**config.mk**
```make
export PLATFORM = sky130hd
export DESIGN_NAME = sha256_stream_padder
export DESIGN_NICKNAME = d
export VERILOG_FILES = /design/src/rtl/sha256_stream_padder.sv
export SDC_FILE = /design/constraint.sdc
export NUM_CORES = 1
export LEC_CHECK = 0
export ABC_AREA = 1
export CORE_MARGIN = 5
export CORE_UTILIZATION = 45
export DETAILED_ROUTE_END_ITERATION = 16
export PLACE_DENSITY = 0.67
export SYNTH_ARGS = -nofsm -noshare
export SYNTH_HDL_FRONTEND = slang
export SYNTH_SLANG_ARGS = --single-unit
```
**constraint.sdc**
```tcl
create_clock -name clk_i -period 6.3 [get_ports clk_i]
set_clock_uncertainty 0.05 [all_clocks]
set_input_delay 1.575 -clock clk_i [delete_from_list [all_inputs] [get_ports clk_i]]
set_output_delay 1.575 -clock clk_i [all_outputs]
set_load 0.05 [all_outputs]
```
**src/rtl/sha256_stream_padder.sv**
```systemverilog
// sha256_stream_padder
// Byte-stream front end for the SHA-256 datapath. Collects one message byte
// per cycle into a 64-byte buffer and presents padded 512-bit blocks
// (data, 0x80 marker, zero fill, big-endian bit length).
//
// Ports:
//   clk_i, rst_n_i          clock, async active-low reset
//   in_valid_i/in_ready_o   byte handshake; in_data_i byte, in_last_i final byte
//   blk_valid_o/blk_ready_i block handshake
//   blk_data_o              512-bit block, byte 0 at [511:504]
//   blk_first_o             first block of a message
//   blk_last_o              final block of a message (carries the length)
//   blk_count_o, msg_count_o  block / message handshake counters, present only
//                           when SHA256_PAD_STATS_EN is defined
module sha256_stream_padder #(
    parameter int LEN_W = 64
) (
    input  logic         clk_i,
    input  logic         rst_n_i,
    input  logic         in_valid_i,
    output logic         in_ready_o,
    input  logic [7:0]   in_data_i,
    input  logic         in_last_i,
    output logic         blk_valid_o,
    input  logic         blk_ready_i,
    output logic [511:0] blk_data_o,
    output logic         blk_first_o,
    output logic         blk_last_o
`ifdef SHA256_PAD_STATS_EN
    ,
    output logic [31:0]  blk_count_o,
    output logic [31:0]  msg_count_o
`endif
);

    localparam int CNT_W = LEN_W - 3;
    localparam logic [CNT_W-1:0] CNT_ONE = {{(CNT_W-1){1'b0}}, 1'b1};

    typedef enum logic [1:0] {
        FILL     = 2'd0,
        EMIT     = 2'd1,
        EMIT_LEN = 2'd2
    } state_t;

    state_t             state_q, state_d;
    logic [511:0]       buf_q, buf_d;
    logic [5:0]         idx_q, idx_d;
    logic [CNT_W-1:0]   bytecnt_q, bytecnt_d;
    logic               first_q, first_d;
    logic               last_q, last_d;
    logic               pend_q, pend_d;   // length-only block still owed
    logic               mark_q, mark_d;   // length block carries 0x80 at byte 0
    logic               rdy_en_q;         // holds in_ready low until first edge after reset

    logic [CNT_W-1:0]   bytecnt_inc;
    logic [5:0]         nidx;
    logic [8:0]         data_off;
    logic [8:0]         mark_off;

    assign bytecnt_inc = bytecnt_q + CNT_ONE;
    assign nidx        = idx_q + 6'd1;
    // Byte k lives at bits [(63-k)*8 +: 8]; 63-k is the bitwise inverse for 6 bits.
    assign data_off    = {~idx_q, 3'b000};
    assign mark_off    = {~nidx, 3'b000};

    assign in_ready_o  = rdy_en_q && (state_q == FILL);
    assign blk_valid_o = (state_q == EMIT) || (state_q == EMIT_LEN);
    assign blk_data_o  = buf_q;
    assign blk_first_o = blk_valid_o && first_q;
    assign blk_last_o  = blk_valid_o && last_q;

    always_comb begin
        state_d   = state_q;
        buf_d     = buf_q;
        idx_d     = idx_q;
        bytecnt_d = bytecnt_q;
        first_d   = first_q;
        last_d    = last_q;
        pend_d    = pend_q;
        mark_d    = mark_q;

        case (state_q)
            FILL: begin
                if (in_valid_i && rdy_en_q) begin
                    buf_d[data_off +: 8] = in_data_i;
                    idx_d     = nidx;
                    bytecnt_d = bytecnt_inc;
                    if (in_last_i) begin
                        // Bytes past idx are already zero (buffer cleared on
                        // every handshake), so only the marker is written.
                        if (idx_q != 6'd63) begin
                            buf_d[mark_off +: 8] = 8'h80;
                        end
                        if (idx_q <= 6'd54) begin
                            buf_d[LEN_W-1:0] = {bytecnt_inc, 3'b000};
                            last_d = 1'b1;
                            pend_d = 1'b0;
                        end else begin
                            last_d = 1'b0;
                            pend_d = 1'b1;
                            mark_d = (idx_q == 6'd63);
                        end
                        state_d = EMIT;
                    end else if (idx_q == 6'd63) begin
                        last_d  = 1'b0;
                        pend_d  = 1'b0;
                        state_d = EMIT;
                    end
                end
            end

            EMIT, EMIT_LEN: begin
                if (blk_ready_i) begin
                    buf_d = '0;
                    idx_d = '0;
                    if (last_q) begin
                        bytecnt_d = '0;
                        first_d   = 1'b1;
                        last_d    = 1'b0;
                        state_d   = FILL;
                    end else begin
                        first_d = 1'b0;
                        if (pend_q) begin
                            // bytecnt_q already holds the full message length.
                            buf_d[511:504]   = mark_q ? 8'h80 : 8'h00;
                            buf_d[LEN_W-1:0] = {bytecnt_q, 3'b000};
                            last_d  = 1'b1;
                            pend_d  = 1'b0;
                            mark_d  = 1'b0;
                            state_d = EMIT_LEN;
                        end else begin
                            state_d = FILL;
                        end
                    end
                end
            end

            default: state_d = FILL;
        endcase
    end

    always_ff @(posedge clk_i or negedge rst_n_i) begin
        if (!rst_n_i) begin
            state_q   <= FILL;
            buf_q     <= '0;
            idx_q     <= '0;
            bytecnt_q <= '0;
            first_q   <= 1'b1;
            last_q    <= 1'b0;
            pend_q    <= 1'b0;
            mark_q    <= 1'b0;
            rdy_en_q  <= 1'b0;
        end else begin
            state_q   <= state_d;
            buf_q     <= buf_d;
            idx_q     <= idx_d;
            bytecnt_q <= bytecnt_d;
            first_q   <= first_d;
            last_q    <= last_d;
            pend_q    <= pend_d;
            mark_q    <= mark_d;
            rdy_en_q  <= 1'b1;
        end
    end

`ifdef SHA256_PAD_STATS_EN
    logic [31:0] blk_count_q, msg_count_q;

    always_ff @(posedge clk_i or negedge rst_n_i) begin
        if (!rst_n_i) begin
            blk_count_q <= '0;
            msg_count_q <= '0;
        end else if (blk_valid_o && blk_ready_i) begin
            blk_count_q <= blk_count_q + 32'd1;
            if (last_q) begin
                msg_count_q <= msg_count_q + 32'd1;
            end
        end
    end

    assign blk_count_o = blk_count_q;
    assign msg_count_o = msg_count_q;
`endif

endmodule

```
Word-level counts from Yosys, hierarchy flattened --
Index checks and enable logic that the tools add are counted.
Operators by class: $lt $le $gt $ge 1, shift operators 4, add/subtract/negate cells 4, bitwise gates (word level) 2, multipliers 0, divide/modulo/power cells 0, multiplexer cells 49, equality and inequality tests 12, reduce and logical (&&, ||, !) cells 15
Operator list (number):
- 512-bit two-way mux | 4
- 512-bit bitwise mux | 2
- 512-bit case mux with 2 select lines | 1
- 8-bit by 11-bit variable shift with 512-bit output (first input constant) | 2
- 8-bit by 11-bit indexed part select with 512-bit output | 1
- 8-bit by 11-bit indexed part select with 512-bit output (first input constant) | 1
- 64-bit two-way mux | 3
- 61-bit two-way mux | 3
- 61-bit case mux with 2 select lines | 1
- 61-bit by 1-bit adder with 61-bit output (second input constant) | 1
- 8-bit two-way mux | 3
- 9-bit negator with 11-bit output | 2
- 1-bit two-way mux | 19
- 2-bit two-way mux | 6
- 6-bit two-way mux | 2
- 2-bit != test (second input constant) | 6
- 6-bit inverter | 2
- 6-bit case mux with 2 select lines | 1
- 4-bit AND reduction | 2
- 7-bit AND reduction | 1
- 6-bit by 1-bit adder with 6-bit output (second input constant) | 1
- 6-bit == test (second input constant) | 1
- 6-bit <= comparator (second input constant) | 1
- 6-bit != test (second input constant) | 1
- 14 further kinds | 20
Storage, ports and cells: bits in latches 0, memories kept 0, memory bits (read-only) 0, word-level logic and storage cells 96, register bits 586, memory bits (writable) 0

Longest topological paths before layout --
Gate-level depths: netlist (run 1).
depth in word-level cells 10, gate-level depth with buffers 19

Worst setup path after synthesis (run 1) --
No wires, ideal clock.
kind reg2out, start register state_q[0], end output port blk_first_o, data arrival time 1.863 ns, cell stages (with the launch flop) 7, setup slack 2.812 ns, cells stage by stage dfrtp_1 > inv_1 > ha_1 > buf_2 > buf_1 > nand2_1 > inv_1
On the way: cells in the longest elaborated chain, start to end 3
Ends and longest elaborated chain:
- start, declared | RTL line 45 | state_t state_q, state_d;
- start signal, assigned | RTL line 154 | state_q <= state_d;
- 2-bit by 1-bit == test with 1-bit output or 2-bit == test (tied branches) | RTL line 67 | assign blk_valid_o = (state_q == EMIT) || (state_q == EMIT_LEN);
- 1-bit logical OR (*) | RTL line 67
- net blk_valid_o | RTL line 24 | output logic blk_valid_o,
- 1-bit logical AND (*) | RTL line 69 | assign blk_first_o = blk_valid_o && first_q;
- end, declared | RTL line 27 | output logic blk_first_o,
Mark *: on every way through the listed nets, which the timed path passes. The rest lies on a longest branch.

Worst setup path in the final report (run 1) --
start register idx_q[0], end register buf_q[266], in the netlist blk_data_o[266]
On the way: cells in the longest elaborated chain, start to end 9
Ends and longest elaborated chain:
- start, declared | RTL line 47 | logic [5:0] idx_q, idx_d;
- start signal, assigned | RTL line 156 | idx_q <= idx_d;
- 6-bit by 1-bit adder with 6-bit output or 6-bit inverter (tied branches) | RTL line 61, 63
- 6-bit inverter or 9-bit negator with 11-bit output (tied branches) | RTL line 64, 85
- 9-bit negator with 11-bit output (tied with other cells) | RTL line 92 | buf_d[mark_off +: 8] = 8'h80;
- 8-bit by 11-bit indexed part select with 512-bit output (tied with other cells) | RTL line 92
- 512-bit bitwise mux | RTL line 92
- 512-bit two-way mux | RTL line 91 | if (idx_q != 6'd63) begin
- 512-bit two-way mux (*) | RTL line 88 | if (in_last_i) begin
- 512-bit two-way mux (*) | RTL line 84 | if (in_valid_i && rdy_en_q) begin
- 512-bit case mux with 2 select lines (*) | RTL line 82 | case (state_q)
- end signal, assigned | RTL line 155 | buf_q <= buf_d;
- end, declared | RTL line 46 | logic [511:0] buf_q, buf_d;
Every way passes the cells marked *; elsewhere a longest branch is shown, timed or not. The select of a mux whose other input is x is not followed. A chain may end at the register's enable or synchronous reset.

==> results.py, run 1 <==
metrics = {
    "floorplan": {
        "fp.coreArea_um2": 71500,
        "num_rows": 98,
        "start_util_pct": 45.3,
        "die_x_um": 278,
        "ioPinCount": 529,
        "die_h_um": 278,
        "dieArea_um2": 77400,
    },
    "global_route": {
        "grt_usage_pct": 33.7,
        "antenna_found_initial": 1,
        "grt_max_degree": 222,
        "grt_pass1_wl_um": 203000,
        "grt_pass1_vias": 31000,
        "overflow": 0,
    },
    "logic_synthesis": {
        "synth.most_common_cell": "nand2_1",
        "synthTopCellsByArea": "dfrtp_1 (45%), nand2_1 (16%), o21ai_0 (10%), inv_1 (4.9%), nand3_1 (3.5%)",
        "synth_common_cells": "nand2_1 (1,345), o21ai_0 (644), dfrtp_1 (585)",
        "yosys.area.top_type": "dfrtp_1",
        "ys_types": 50,
        "yosys_warnings": 0,
        "ys_ff_latch": 586,
        "synth_area_um2": 32400,
        "ys_seq_area_share_pct": 45.3,
        "postSynth.asyncResetShare_pct": 100,
        "ys.flop_type": "dfrtp_1",
        "synth_fp_nets": 4447,
        "synth_top_area_share_pct": 45.2,
        "netlist_instances": 4424,
        "synth_edf_count": 0,
        "avgSynthCellArea_um2": 7.32,
    },
    "finish": {
        "nets": 4833,
        "drive_gt1_share_pct": 5.99,
        "fill_cells": 6646,
        "fin_util_pct": 56.5,
        "antennaDiodeCount": 0,
        "area_growth_pct": 24.8,
        "fin_area_um2": 40400,
        "layout.cells.non_filler": 5808,
    },
    "cts": {
        "insertion_delay_ns": 0.63,
        "cts_buffer_depth": 3,
        "hold_buffers": 0,
        "cts_tree": "built",
        "htree_num_levels": 3,
        "cts_setup_buffers": 0,
        "clock_sinks": 586,
        "path_clk_slew_ns": 0.06,
        "cts_buffers": 68,
        "cts_root_buffer": "clkbuf_16",
        "cts_resized": 0,
    },
    "setup_path": {
        "crit_arrival_ns": 4.94,
        "r2r_start": "idx_q[0]",
        "worstSetupPathType": "flop to flop",
        "r2r_setup_slack_ns": 1.75,
        "rr_endpoint": "blk_data_o[266]",
        "worstPathMaxFanout": 30,
        "critPathRequiredTime_ns": 6.69,
        "worst_r2r_path_depth": 13,
        "end_kind": "flop",
        "crit_path_start_kind": "flop",
    },
    "hold_path": {
        "hold_start": "blk_data_o[215]",
        "whs_endpoint": "blk_data_o[215]",
        "holdPathStages": 2,
        "hold_path_class": "flop to flop",
    },
    "route": {
        "drt-wirelength-per-cell_um": 23.6,
        "drt_iter0_drc": 3711,
        "dr_total_vias": 33600,
        "dr.pass1.iters": 7,
        "vias_per_cell": 5.79,
        "wl_um": 137000,
        "drc_errors": 0,
        "drtAntennaViolNets": 0,
    },
    "sta": {
        "fin_ws_ns": 1.75,
        "min_period_ns": 4.55,
        "hold_slack_ns": 0.439,
        "slew_viol_final": 0,
        "worst_slew_pin_slew_ns": 1.18,
        "setup_viol": 0,
        "rsz0062_at_grt": "no",
        "max_freq_mhz": 220,
        "slew-limit-headroom_pct": 21.1,
        "fin_crit_sh_pct": 72.2,
        "tns_ns": 0,
        "finalHoldViolCount": 0,
    },
    "run": {
        "maxCapViolCount": 0,
    },
    "power": {
        "pwr_density_cell_nw_per_um2": 386,
        "p_leak_nw": 18.3,
        "ir_drop_uv": 463,
        "p_total_mw": 15.6,
    },
    "place": {
        "post_dp_cell_area_um2": 38200,
        "place_ws_ns": 1.63,
        "gp_congestion": 0.988,
        "placedCellCount": 5690,
        "dp.final_hpwl_um": 94000,
        "port_buffers": 528,
    },
    "outcome": {
        "status": "complete, no violations",
    },
}
-- layout make-up --
class | count | area (um^2) | area share (%)
clock buffers | 100 | 2080 | 5.16
clock inverters | 18 | 171 | 0.424
inverters | 458 | 1730 | 4.28
multi-input cells | 3128 | 14900 | 36.9
flip-flops and latches | 586 | 14700 | 36.3
well taps | 950 | 1190 | 2.94
repair buffers | 568 | 5640 | 14.0
-- worst max-delay path, stage by stage (launching register included) --
cell	delay (ns)
dfrtp_1	0.72
ha_1	0.37
nand2_4	0.09
inv_2	0.10
nand3_1	0.08
nand2_2	0.41
buf_4	0.33
nand3_4	0.33
nand2_2	0.20
nand3_2	0.16
inv_2	0.70
nand3_1	0.37
nand2_1	0.32
o22ai_1	0.12
-- how the worst max path moves through the flow --
stage	end	startpoint	cells after the start
final	blk_data_o[266]	idx_q[0]	13
after global routing	blk_data_o[266]	idx_q[0]	13
after CTS	blk_data_o[266]	idx_q[0]	13
after detailed placement	blk_data_o[488]	in_valid_i	8
after global placement	blk_data_o[453]	in_valid_i	8
after floorplan	blk_first_o	state_q[0]	6
-- layer usage --
metal	routed length [um]	track usage (%)	up-vias
li1	-	-	15400
met1	56700	46.6	16200
met2	61100	51.7	1727
met3	13100	7.40	300
met4	6260	14.1	2
met5	13	0	-
-- cell families (layout without fill, tap and decap cells) --
group / count (synthesis) / after routing / share of synthesized area, %
buf+inv: 710 / 1144 / 8.73
simple gates: 2014 / 2014 / 26.4
mux: 10 / 10 / 0.309
other cells: 1 / 1 / 0.0116
fa+ha+maj: 10 / 10 / 0.386
xor+xnor: 22 / 22 / 0.595
compound gates: 1071 / 1071 / 18.3
flops: 586 / 586 / 45.3
-- power by group --
part	total (mW)	internal (mW)	switching, mW
clock	4.08	2.37	1.71
sequential	4.85	4.30	0.547
combinational	6.66	1.67	4.98
-- registers in the layout (all words and copies together) (netlist names) --
| register | flops |
|---|---|
| first_q | 1 |
| idx_q | 6 |
| last_q | 1 |
| rdy_en_q | 1 |
| state_q | 2 |
| pend_q | 1 |
| blk_data_o | 512 |
| bytecnt_q | 61 |
| mark_q | 1 |
-- layout by cell type, fill, tap and decap left out, types with 8 or more instances in the layout --
master           count
ha_1                10
clkinv_2            10
inv_2               28
dfrtp_1            585
inv_1              423
mux2i_1             10
nand2_2             33
or2_2               11
clkbuf_8            22
nor3_2               9
o22ai_1            167
nand4_1             82
nor3_1              49
a21oi_1             91
nor2_1             205
o2111ai_1           60
buf_4               33
xor2_1              22
nor2_4               9
nand3_1            227
o211ai_1            18
clkbuf_1             8
clkbuf_16           70
o21ai_1             57
o21ai_0            644
nor2_2              20
clkdlybuf4s50_1    520
nand2_1           1345
Power figures use the tool's default switching activity.
==> run 2: changes to the inputs <==
clock period = 4.7 ns   (was 6.3 ns; I/O delays follow)
==> run 2 against run 1 <==
Net effect: first-iteration DRC count rose by 11%; count of clock-buffer cells in the layout fell by 2; sequential power rose by 34%; worst setup slack got worse by 1.1 ns; die area did not move; non-clock buffer count rose by 33; via count rose by 0.11%; sequential cell count did not move; core utilization rose by 0.47 points; final area rose by 0.83%; largest power group unchanged.
==> results.py, run 2 (synthesized netlist as in run 1, its figures left out) <==
metrics = {
    "power": {
        "pwr_density_cell_nw_per_um2": 517,
        "ir_drop_uv": 509,
        "p_total_mw": 21.1,
        "p_leak_nw": 18.5,
    },
    "finish": {
        "fin_util_pct": 57.0,
        "antennaDiodeCount": 0,
        "final_cell_mix": "nand2_1 (1,345), o21ai_0 (644), dfrtp_1 (585)",
        "layout.cells.non_filler": 5844,
        "drive_gt1_share_pct": 6.60,
        "area_growth_pct": 25.8,
        "fin_area_um2": 40700,
        "nets": 4866,
        "largest_reg_flops": 512,
        "layout_commonest_cell": "nand2_1",
    },
    "setup_path": {
        "worst_r2r_path_depth": 17,
        "critPathBufInv": 3,
        "worstPathMaxFanout": 10,
        "worst_path_max_delay_cell": "clkdlybuf4s50_1",
        "worstPathCellList": "inv_1 > ha_1 > nand2_1 > inv_1 > clkdlybuf4s50_1",
        "critPathMaxStageDelay_ns": 0.83,
        "crit_path_start_kind": "flop",
        "crit_arrival_ns": 2.81,
        "cpLargestDelayFamily": "buffers and inverters",
        "worstSetupPathType": "flop to primary output",
        "critPathRequiredTime_ns": 3.47,
        "path_common_cell": "inv_1",
        "end_kind": "primary output",
        "crit_cells": 5,
    },
    "sta": {
        "hold_slack_ns": 0.433,
        "min_period_ns": 4.03,
        "finalHoldViolCount": 0,
        "worst_slew_pin_slew_ns": 1.20,
        "max_freq_mhz": 248,
        "slew_viol_final": 0,
        "tns_ns": 0,
        "fin_crit_sh_pct": 85.8,
        "rsz0062_at_grt": "no",
        "slew-limit-headroom_pct": 19.9,
        "fin_ws_ns": 0.670,
        "setup_viol": 0,
    },
    "global_route": {
        "grt_pass1_wl_um": 206000,
        "grt_pass1_vias": 31100,
        "antenna_found_initial": 3,
        "grt_usage_pct": 34.4,
        "grt_max_degree": 209,
        "overflow": 0,
    },
    "cts": {
        "cts_setup_buffers": 0,
        "cts_resized": 0,
        "clock_sinks": 586,
        "cts_tree": "built",
        "htree_num_levels": 3,
        "insertion_delay_ns": 0.62,
        "cts_buffers": 68,
        "cts_buffer_depth": 3,
        "cts_root_buffer": "clkbuf_16",
        "hold_buffers": 0,
        "path_clk_slew_ns": 0.06,
    },
    "route": {
        "wl_um": 139000,
        "dr_total_vias": 33700,
        "drtAntennaViolNets": 0,
        "dr.pass1.iters": 7,
        "drc_errors": 0,
        "vias_per_cell": 5.76,
        "drt-wirelength-per-cell_um": 23.7,
        "drt_iter0_drc": 4135,
    },
    "floorplan": {
        "fp.coreArea_um2": 71500,
        "die_h_um": 278,
        "die_x_um": 278,
        "start_util_pct": 45.3,
        "num_rows": 98,
        "dieArea_um2": 77400,
        "ioPinCount": 529,
    },
    "place": {
        "gp_congestion": 1.01,
        "dp.final_hpwl_um": 97300,
        "placedCellCount": 5723,
        "place_ws_ns": 0.900,
        "post_dp_cell_area_um2": 38500,
        "port_buffers": 528,
    },
    "outcome": {
        "status": "complete, no violations",
    },
    "run": {
        "maxCapViolCount": 0,
    },
    "hold_path": {
        "holdPathStages": 2,
        "hold_path_class": "flop to flop",
    },
}
==> run 2: changes by cell type in the layout (fill, tap and decap cells not counted), sizes merged <==
cell	previous run	this run
buf	48	81
clkbuf	100	98
clkinvlp	2	0
bufinv	2	4
clkinv	15	20
==> run 2: final cells by class <==
| cell class | instances | area, um^2 |
|---|---|---|
| Fill cell | 6673 | 30700 |
| Inverter | 458 | 1730 |
| Tap cell | 950 | 1190 |
| Timing Repair Buffer | 601 | 5940 |
| Sequential cell | 586 | 14700 |
| Clock buffer | 98 | 2010 |
| Multi-Input combinational cell | 3128 | 14900 |
| Clock inverter | 23 | 287 |
==> run 2: report_power, final <==
group	switching [mW]	internal (mW)	leakage, nW	total, mW
clock	2.32	3.22	1.14	5.54
combinational	6.75	2.30	9.28	9.04
sequential	0.729	5.76	8.05	6.49
total	9.79	11.3	18.5	21.1
==> run 2: path summary, 6_finish.rpt <==
| kind | startpoint | end | slack [ns] |
|---|---|---|---|
| worst max-delay path | state_q[1] | blk_last_o | 0.67 |
| worst min-delay path | blk_data_o[215] | blk_data_o[215] | 0.43 |
| worst max register to register | idx_q[0] | blk_data_o[210] | 0.78 |
| worst min register to register | blk_data_o[215] | blk_data_o[215] | 0.43 |
| max in group asynchronous | rst_n_i | blk_data_o[121] | 2.81 |
| min in group asynchronous | rst_n_i | blk_data_o[360] | 0.50 |
==> run 2: routing by layer <==
metal | wire length [um] | global-route usage [%] | share of wire, %
met5 | 7 | 0 | 0.0050
met4 | 7020 | 15.1 | 5.1
met3 | 13400 | 7.33 | 9.7
met2 | 61400 | 52.7 | 44
met1 | 56800 | 47.2 | 41
==> run 2: worst register-to-register path: stages (launching register included) <==
cell,delay [ns]
dfrtp_1,0.70
inv_2,0.15
ha_1,0.44
inv_2,0.11
nor2_8,0.15
inv_1,0.10
nor2_4,0.16
nand3_1,0.09
nand2_1,0.09
nand2_2,0.08
clkinv_2,0.14
nand3_2,0.12
inv_2,0.66
nand2_1,0.17
nand2_1,0.23
inv_1,0.14
nand2_1,0.08
o21ai_0,0.09
